<file path="config.mk">
export PLATFORM = sky130hd
export DESIGN_NAME = sppf_pool_stream_flat
export DESIGN_NICKNAME = d
export VERILOG_FILES = /design/src/rtl/sppf_pool_stream_pkg.sv /design/src/rtl/sppf_pool_stream_if.sv /design/src/rtl/sppf_pool_stream_lane_max_acc.sv /design/src/rtl/sppf_pool_stream.sv /design/src/flat_wrapper.sv
export SDC_FILE = /design/constraint.sdc
export NUM_CORES = 1
export LEC_CHECK = 0
export BUFFER_PORTS_ARGS = -buffer_cell sky130_fd_sc_hd__buf_4
export CAP_MARGIN = 25
export CORE_ASPECT_RATIO = 0.8
export CORE_MARGIN = 5
export CORE_UTILIZATION = 41
export CTS_BUF_LIST = sky130_fd_sc_hd__clkbuf_8
export DETAILED_ROUTE_END_ITERATION = 10
export SETUP_SLACK_MARGIN = 0.2
export SYNTH_ARGS = -nofsm -noshare
export SYNTH_HDL_FRONTEND = slang
export SYNTH_SLANG_ARGS = --single-unit
export TNS_END_PERCENT = 10
</file>
<file path="constraint.sdc">
create_clock -name clk -period 8.4 [get_ports clk]
set_input_delay 2.1 -clock clk [delete_from_list [all_inputs] [get_ports clk]]
set_output_delay 2.1 -clock clk [all_outputs]
set_load 0.01 [all_outputs]
</file>
<file path="src/rtl/sppf_pool_stream_pkg.sv">
// Shared types and helpers for the streaming SPPF pooling block.
package sppf_pkg;

    typedef enum logic [1:0] {LOAD, POOL, OUTPUT} state_t;
    typedef enum logic {H_PASS, V_PASS} pass_t;

    // Lanes are sign-extended to this width before comparison; WIDTH must not exceed it.
    localparam int unsigned LANE_W_MAX = 64;
    typedef logic signed [LANE_W_MAX-1:0] lane_wide_t;

    // Counter width for a range of n values, never narrower than one bit.
    function automatic int unsigned cnt_w(input int unsigned n);
        return (n > 1) ? $clog2(n) : 1;
    endfunction

    // Signed maximum of two sign-extended lanes.
    function automatic lane_wide_t smax(input lane_wide_t a, input lane_wide_t b);
        return (a > b) ? a : b;
    endfunction

endpackage

</file>
<file path="src/rtl/sppf_pool_stream_if.sv">
// Pixel stream handshake bundle: input stream in, concatenated pool groups out.
interface sppf_pool_stream_if #(
    parameter int unsigned CH        = 1,
    parameter int unsigned WIDTH     = 16,
    parameter int unsigned NUM_POOLS = 3
);
    logic                              in_valid;
    logic                              in_ready;
    logic [CH*WIDTH-1:0]               in_data;
    logic                              out_valid;
    logic                              out_ready;
    logic [(NUM_POOLS+1)*CH*WIDTH-1:0] out_data;

    modport master (
        output in_valid, in_data, out_ready,
        input  in_ready, out_valid, out_data
    );

    modport slave (
        input  in_valid, in_data, out_ready,
        output in_ready, out_valid, out_data
    );
endinterface

</file>
<file path="src/rtl/sppf_pool_stream_lane_max_acc.sv">
// CH-lane signed running-max accumulator shared by every pooling pass.
// init loads din, update takes the per-lane signed max, otherwise the value holds.
// acc_next is the value including the current tap, so the last tap can be
// written out in the same cycle it is consumed.
module lane_max_acc
    import sppf_pkg::*;
#(
    parameter int unsigned CH    = 1,
    parameter int unsigned WIDTH = 16
) (
    input  logic                clk,
    input  logic                rst_n,
    input  logic                init,
    input  logic                update,
    input  logic [CH*WIDTH-1:0] din,
    output logic [CH*WIDTH-1:0] acc_next
);
    logic [CH*WIDTH-1:0] acc;

    // Select the accumulator's next value from the control inputs.
    always_comb begin
        acc_next = acc;
        if (init) begin
            acc_next = din;
        end else if (update) begin
            for (int unsigned c = 0; c < CH; c++) begin
                acc_next[c*WIDTH +: WIDTH] = WIDTH'(smax(
                    lane_wide_t'($signed(acc[c*WIDTH +: WIDTH])),
                    lane_wide_t'($signed(din[c*WIDTH +: WIDTH]))));
            end
        end
    end

    // Running accumulator register.
    always_ff @(posedge clk or negedge rst_n) begin
        if (!rst_n) begin
            acc <= '0;
        end else begin
            acc <= acc_next;
        end
    end
endmodule

</file>
<file path="src/rtl/sppf_pool_stream.sv">
// Streaming SPPF pooling: buffer one frame, run NUM_POOLS cascaded KxK
// stride-1 same max-pools as separable H/V passes (K cycles per output pixel),
// then stream {pool_N, ..., pool_1, input} per pixel.
module sppf_pool_stream
    import sppf_pkg::*;
#(
    parameter int unsigned CH        = 1,
    parameter int unsigned IN_H      = 1,
    parameter int unsigned IN_W      = 1,
    parameter int unsigned WIDTH     = 16,
    parameter int unsigned K         = 5,
    parameter int unsigned NUM_POOLS = 3
) (
    input  logic              clk,
    input  logic              rst_n,
    sppf_pool_stream_if.slave bus,
    output logic              busy
);
    localparam int unsigned PIX  = IN_H * IN_W;
    localparam int unsigned HALF = (K - 1) / 2;
    localparam int unsigned PXW  = CH * WIDTH;
    localparam int unsigned PW   = cnt_w(PIX);
    localparam int unsigned RW   = cnt_w(IN_H);
    localparam int unsigned CW   = cnt_w(IN_W);
    localparam int unsigned TW   = cnt_w(K);
    localparam int unsigned SW   = cnt_w(NUM_POOLS + 1);

    state_t         state_q, state_d;
    pass_t          pass_q;
    logic           ready_q;
    logic [PW-1:0]  idx_q, j_q, pix_q;
    logic [RW-1:0]  row_q;
    logic [CW-1:0]  col_q;
    logic [TW-1:0]  tap_q;
    logic [SW-1:0]  stage_q;
    logic           seen_q;

    // B0 holds the input frame, B1..BN the pool results, tbank the H-pass result.
    logic [PXW-1:0] bank  [0:NUM_POOLS][0:PIX-1];
    logic [PXW-1:0] tbank [0:PIX-1];

    logic           in_fire, out_fire;
    logic           tap_last, pix_last, stage_last, pool_done;
    logic           in_range, acc_init, acc_upd;
    int             src_row, src_col;
    logic [PW-1:0]  src_a;
    logic [PXW-1:0] src_px, acc_next;

    // Handshake and sequencing flags.
    always_comb begin
        in_fire    = (state_q == LOAD) && ready_q && bus.in_valid;
        out_fire   = (state_q == OUTPUT) && bus.out_ready;
        tap_last   = (tap_q == TW'(K - 1));
        pix_last   = (pix_q == PW'(PIX - 1));
        stage_last = (stage_q == SW'(NUM_POOLS));
        pool_done  = tap_last && pix_last && (pass_q == V_PASS) && stage_last;
    end

    // Tap source address, range test (-inf padding) and source pixel fetch.
    always_comb begin
        src_row = int'(row_q);
        src_col = int'(col_q);
        if (pass_q == H_PASS) begin
            src_col = src_col + int'(tap_q) - int'(HALF);
        end else begin
            src_row = src_row + int'(tap_q) - int'(HALF);
        end
        in_range = (src_row >= 0) && (src_row < int'(IN_H)) &&
                   (src_col >= 0) && (src_col < int'(IN_W));
        src_a    = in_range ? PW'(src_row * int'(IN_W) + src_col) : '0;
        src_px   = (pass_q == H_PASS) ? bank[stage_q - SW'(1)][src_a] : tbank[src_a];
        acc_init = (state_q == POOL) && in_range && !seen_q;
        acc_upd  = (state_q == POOL) && in_range && seen_q;
    end

    lane_max_acc #(
        .CH    (CH),
        .WIDTH (WIDTH)
    ) u_acc (
        .clk      (clk),
        .rst_n    (rst_n),
        .init     (acc_init),
        .update   (acc_upd),
        .din      (src_px),
        .acc_next (acc_next)
    );

    // Next-state and handshake outputs.
    always_comb begin
        state_d       = state_q;
        bus.in_ready  = 1'b0;
        bus.out_valid = 1'b0;
        busy          = 1'b0;
        case (state_q)
            LOAD: begin
                bus.in_ready = ready_q;
                if (in_fire && idx_q == PW'(PIX - 1)) state_d = POOL;
            end
            POOL: begin
                busy = 1'b1;
                if (pool_done) state_d = OUTPUT;
            end
            OUTPUT: begin
                busy          = 1'b1;
                bus.out_valid = 1'b1;
                if (out_fire && j_q == PW'(PIX - 1)) state_d = LOAD;
            end
            default: state_d = LOAD;
        endcase
    end

    // Output concatenation for pixel j, zero outside OUTPUT.
    always_comb begin
        bus.out_data = '0;
        if (state_q == OUTPUT) begin
            for (int unsigned g = 0; g <= NUM_POOLS; g++) begin
                bus.out_data[g*PXW +: PXW] = bank[g][j_q];
            end
        end
    end

    // State, handshake counters and pass/pixel/tap sequencing.
    always_ff @(posedge clk or negedge rst_n) begin
        if (!rst_n) begin
            state_q <= LOAD;
            ready_q <= 1'b0;
            idx_q   <= '0;
            j_q     <= '0;
            pix_q   <= '0;
            row_q   <= '0;
            col_q   <= '0;
            tap_q   <= '0;
            stage_q <= SW'(1);
            pass_q  <= H_PASS;
            seen_q  <= 1'b0;
        end else begin
            state_q <= state_d;
            ready_q <= 1'b1;
            if (in_fire) idx_q <= (idx_q == PW'(PIX - 1)) ? '0 : idx_q + 1'b1;
            if (out_fire) j_q <= (j_q == PW'(PIX - 1)) ? '0 : j_q + 1'b1;
            if (state_q == POOL) begin
                if (tap_last) begin
                    tap_q  <= '0;
                    seen_q <= 1'b0;
                    if (pix_last) begin
                        pix_q <= '0;
                        row_q <= '0;
                        col_q <= '0;
                        if (pass_q == H_PASS) begin
                            pass_q <= V_PASS;
                        end else begin
                            pass_q  <= H_PASS;
                            stage_q <= stage_last ? SW'(1) : stage_q + 1'b1;
                        end
                    end else begin
                        pix_q <= pix_q + 1'b1;
                        if (col_q == CW'(IN_W - 1)) begin
                            col_q <= '0;
                            row_q <= row_q + 1'b1;
                        end else begin
                            col_q <= col_q + 1'b1;
                        end
                    end
                end else begin
                    tap_q  <= tap_q + 1'b1;
                    seen_q <= seen_q | in_range;
                end
            end
        end
    end

    // Frame storage: input capture and end-of-window result writes.
    always_ff @(posedge clk) begin
        if (in_fire) bank[0][idx_q] <= bus.in_data;
        if (state_q == POOL && tap_last) begin
            if (pass_q == H_PASS) begin
                tbank[pix_q] <= acc_next;
            end else begin
                bank[stage_q][pix_q] <= acc_next;
            end
        end
    end
endmodule
</file>
<file path="src/flat_wrapper.sv">
// flat-port wrapper written by rule: the top's interface ports become plain ports
module sppf_pool_stream_flat import sppf_pkg::*;
#(
    parameter int unsigned CH        = 1,
    parameter int unsigned IN_H      = 1,
    parameter int unsigned IN_W      = 1,
    parameter int unsigned WIDTH     = 16,
    parameter int unsigned K         = 5,
    parameter int unsigned NUM_POOLS = 3
)
  (clk, rst_n, busy, bus_in_valid, bus_in_data, bus_out_ready, bus_in_ready, bus_out_valid, bus_out_data);
  sppf_pool_stream_if #(.CH(CH), .WIDTH(WIDTH), .NUM_POOLS(NUM_POOLS)) bus_i ();
  input  logic clk;
  input  logic rst_n;
  output logic busy;
  input wire logic [$bits(bus_i.in_valid)-1:0] bus_in_valid;
  input wire logic [$bits(bus_i.in_data)-1:0] bus_in_data;
  input wire logic [$bits(bus_i.out_ready)-1:0] bus_out_ready;
  output wire logic [$bits(bus_i.in_ready)-1:0] bus_in_ready;
  output wire logic [$bits(bus_i.out_valid)-1:0] bus_out_valid;
  output wire logic [$bits(bus_i.out_data)-1:0] bus_out_data;
  assign bus_i.in_valid = bus_in_valid;
  assign bus_i.in_data = bus_in_data;
  assign bus_i.out_ready = bus_out_ready;
  assign bus_in_ready = bus_i.in_ready;
  assign bus_out_valid = bus_i.out_valid;
  assign bus_out_data = bus_i.out_data;
  sppf_pool_stream #(.CH(CH), .IN_H(IN_H), .IN_W(IN_W), .WIDTH(WIDTH), .K(K), .NUM_POOLS(NUM_POOLS)) u_core (.clk(clk), .rst_n(rst_n), .bus(bus_i), .busy(busy));
endmodule
</file>
==> metrics.cfg <==
[routing]
wl_met3_um = 677
antenna_left = 0
wl_per_cell_um = 19.36
drtIter0Drc = 205
vias = 3586
drt-vias-per-instance = 5.297
top_layer = met4
routed_wl_um = 13110
route.layer.met1.wl_um = 5822
wl_met2_um = 6515
drc = 0
drt_first_pass_iters = 4

[floorplanning]
ios = 87
die_area_um2 = 15900
coreArea_um2 = 13010
rows = 37
dieHeight_um = 113.8
die_w_um = 139.7
start_util_pct = 42.44

[sta]
final_hold_viol_count = 0
drv_slew = 0
finalCritPeriodShare_pct = 69.84
tns_ns = 0
rsz0062_at_grt = false
fin_ws_ns = 2.534
fin_skew_ns = 0.008468
worstMarginPinSlew_ns = 1.132
setup_viol = 0
fin_crit_ns = 5.866
clock.fmax_mhz = 170.5
slew-limit-headroom_pct = 24.24

[finish]
diodes = 0
fin_nets = 542
syn2layout_area_growth_pct = 18.02
nFillCells = 1168
drive_gt1_share_pct = 31.27

[worst_setup_path]
crit_path_end_kind = flop
critPathKind = flop to flop
start_kind = flop
critical_path_peak_fanout = 23
crit_arrival_ns = 5.99
cp.required_ns = 8.52

[pwr]
powerDensity_nw_per_um2 = 274.5
finalPower_mw = 1.788
power.leakage_nw = 2.630
irDropWorstVdd_mv = 0.1313

[logic_synthesis]
yosysTopAreaCell = edfxtp_1
synth_async_sr_flop_share_pct = 24.53
seq_area_frac_synth_pct = 55.33
avgSynthCellArea_um2 = 13.08
synth_most_common_cell = edfxtp_1
yosysWarnings = 0
netlist_top_cells_area = edfxtp_1 (44%), dfrtp_1 (11%), and2_1 (7.5%)
synth_common_cells = edfxtp_1 (80), and2_1 (66), nand2_1 (43)
synth_ff_type = edfxtp_1
ys_ff_latch = 106
syn-num-nets = 467
synth.distinct_cells = 41
synth_edf_count = 80
synth_area_um2 = 5520
synthCells = 422
synth_top_cell_area_share_pct = 43.52

[place]
io_buffers = 86
hpwl_um = 9427
gp_congestion = 0.8446
pre_cts_slack_ns = 2.192

[clock_tree]
cts_tree = done
clk_latency_ns = 0.37
htree_levels = 3
cts_buffers = 9
ctsResizeCount = 0
hold_buffers = 0
post_cts_buffers = 0
clk_path_buf_depth = 2
clock-sinks = 106
clk_pin_slew_ns = 0.10
cts-root-buf = clkbuf_8

[grt]
grt_pass1_vias = 3798
grt.total_usage_pct = 16.86
antenna_found_initial = 0
grt_overflow_total = 0
grt_max_degree = 67
grt_pass1_wl_um = 21020

[outcome]
status = complete, no violations

[min_path]
hold_class = flop to flop

[job]
max_cap_viol_count = 0

[critical path, stage by stage, from the launching register on]
cell	delay (ns)
dfstp_2	0.95
ha_1	0.50
buf_16	0.21
mux4_2	0.51
mux2_2	0.30
inv_1	0.06
ha_1	0.11
nand4_1	0.15
nor4_1	0.40
a21oi_1	0.12
nor2_1	0.86
or3_1	0.71
buf_4	0.39
mux2_4	0.34
[placed cells by master (no fill, tap or decap), types with 4 or more instances in the layout]
cell type / Yosys / final
buf_4: 1 / 90
edfxtp_1: 80 / 80
and2_1: 66 / 66
nand2_1: 43 / 43
ha_1: 25 / 25
dfrtp_1: 25 / 25
inv_1: 24 / 24
mux2_2: 18 / 18
mux4_2: 16 / 16
o211ai_1: 16 / 16
o311ai_0: 16 / 16
mux2_4: 10 / 10
o21ai_0: 10 / 9
clkbuf_8: 0 / 9
a21oi_1: 8 / 8
nor2_1: 5 / 4
mux2_1: 4 / 4
[through the flow]
| stage | utilization, % | cells | instance area (µm²) | hold slack, ns |
|---|---|---|---|---|
| 4_1_cts | 49.87 | 676 | 6487 | 0.5411 |
| 6_report | 50.08 | 677 | 6515 | 0.5393 |
| 5_1_grt | 50.08 | 677 | 6515 | 0.5825 |
| 2_1_floorplan | - | 422 | 5520 | 0.4806 |
| 3_3_place_gp | 48.35 | 660 | 6290 | 0.5148 |
| 3_5_place_dp | 48.35 | 660 | 6290 | 0.5156 |
[where the power goes]
group,internal [mW],total [mW],switching (mW)
Clock,0.140,0.319,0.178
Sequential,0.655,0.744,0.0891
Combinational,0.369,0.725,0.357
Total,1.16,1.79,0.624
[worst paths after layout]
path                                                from                            end  slack (ns)  cells past startpoint
min                            u_core.seen_q$_DFFE_PN0P_      u_core.seen_q$_DFFE_PN0P_        0.54                      2
min reg2reg                    u_core.seen_q$_DFFE_PN0P_      u_core.seen_q$_DFFE_PN0P_        0.54                      2
max reg2reg                u_core.stage_q[0]$_DFFE_PN1P_   u_core.tbank[0][7]$_DFFE_PP_        2.53                     13
max                        u_core.stage_q[0]$_DFFE_PN1P_   u_core.tbank[0][7]$_DFFE_PP_        2.53                     13
min in group asynchronous                          rst_n  u_core.u_acc.acc[8]$_DFF_PN0_        1.63                      1
max in group asynchronous                          rst_n  u_core.stage_q[0]$_DFFE_PN1P_        6.44                      1
[area by class of cell]
cell class	count	area (µm²)	share of cell area (%)
Clock inverter	7	73.82	1.133
Tap cell	175	219.0	3.361
Sequential cell	106	3054	46.88
Inverter	24	90.09	1.383
Timing Repair Buffer	91	703.2	10.79
Multi-Input combinational cell	265	2251	34.55
Clock buffer	9	123.9	1.901
[flip-flops by register name (all words and copies together) (netlist names)]
| signal | flops |
|---|---|
| u_core.bank | 64 |
| u_core.tap_q | 3 |
| u_core.stage_q | 2 |
| u_core.ready_q | 1 |
| u_core.pass_q | 1 |
| u_core.state_q | 2 |
| u_core.tbank | 16 |
| u_core.seen_q | 1 |
| u_core.u_acc.acc | 16 |
[routing by layer]
metal  up-vias  track usage, %
met5         -               0
met4         0           3.873
met3         6           3.940
met2        97           28.58
met1      1788           22.22
li1       1695               -
[kinds of logic after synthesis]
logic type	synth area share (%)
AO/OA/AOI/OAI	7.117
AND/OR/NAND/NOR	13.78
flip-flops	55.33
multiplexers	13.74
buffers and inverters	4.148
other	0.06793
adder cells (fa/ha/maj)	5.666
XOR/XNOR	0.1587
No activity file was read; power rests on OpenSTA's default activity.
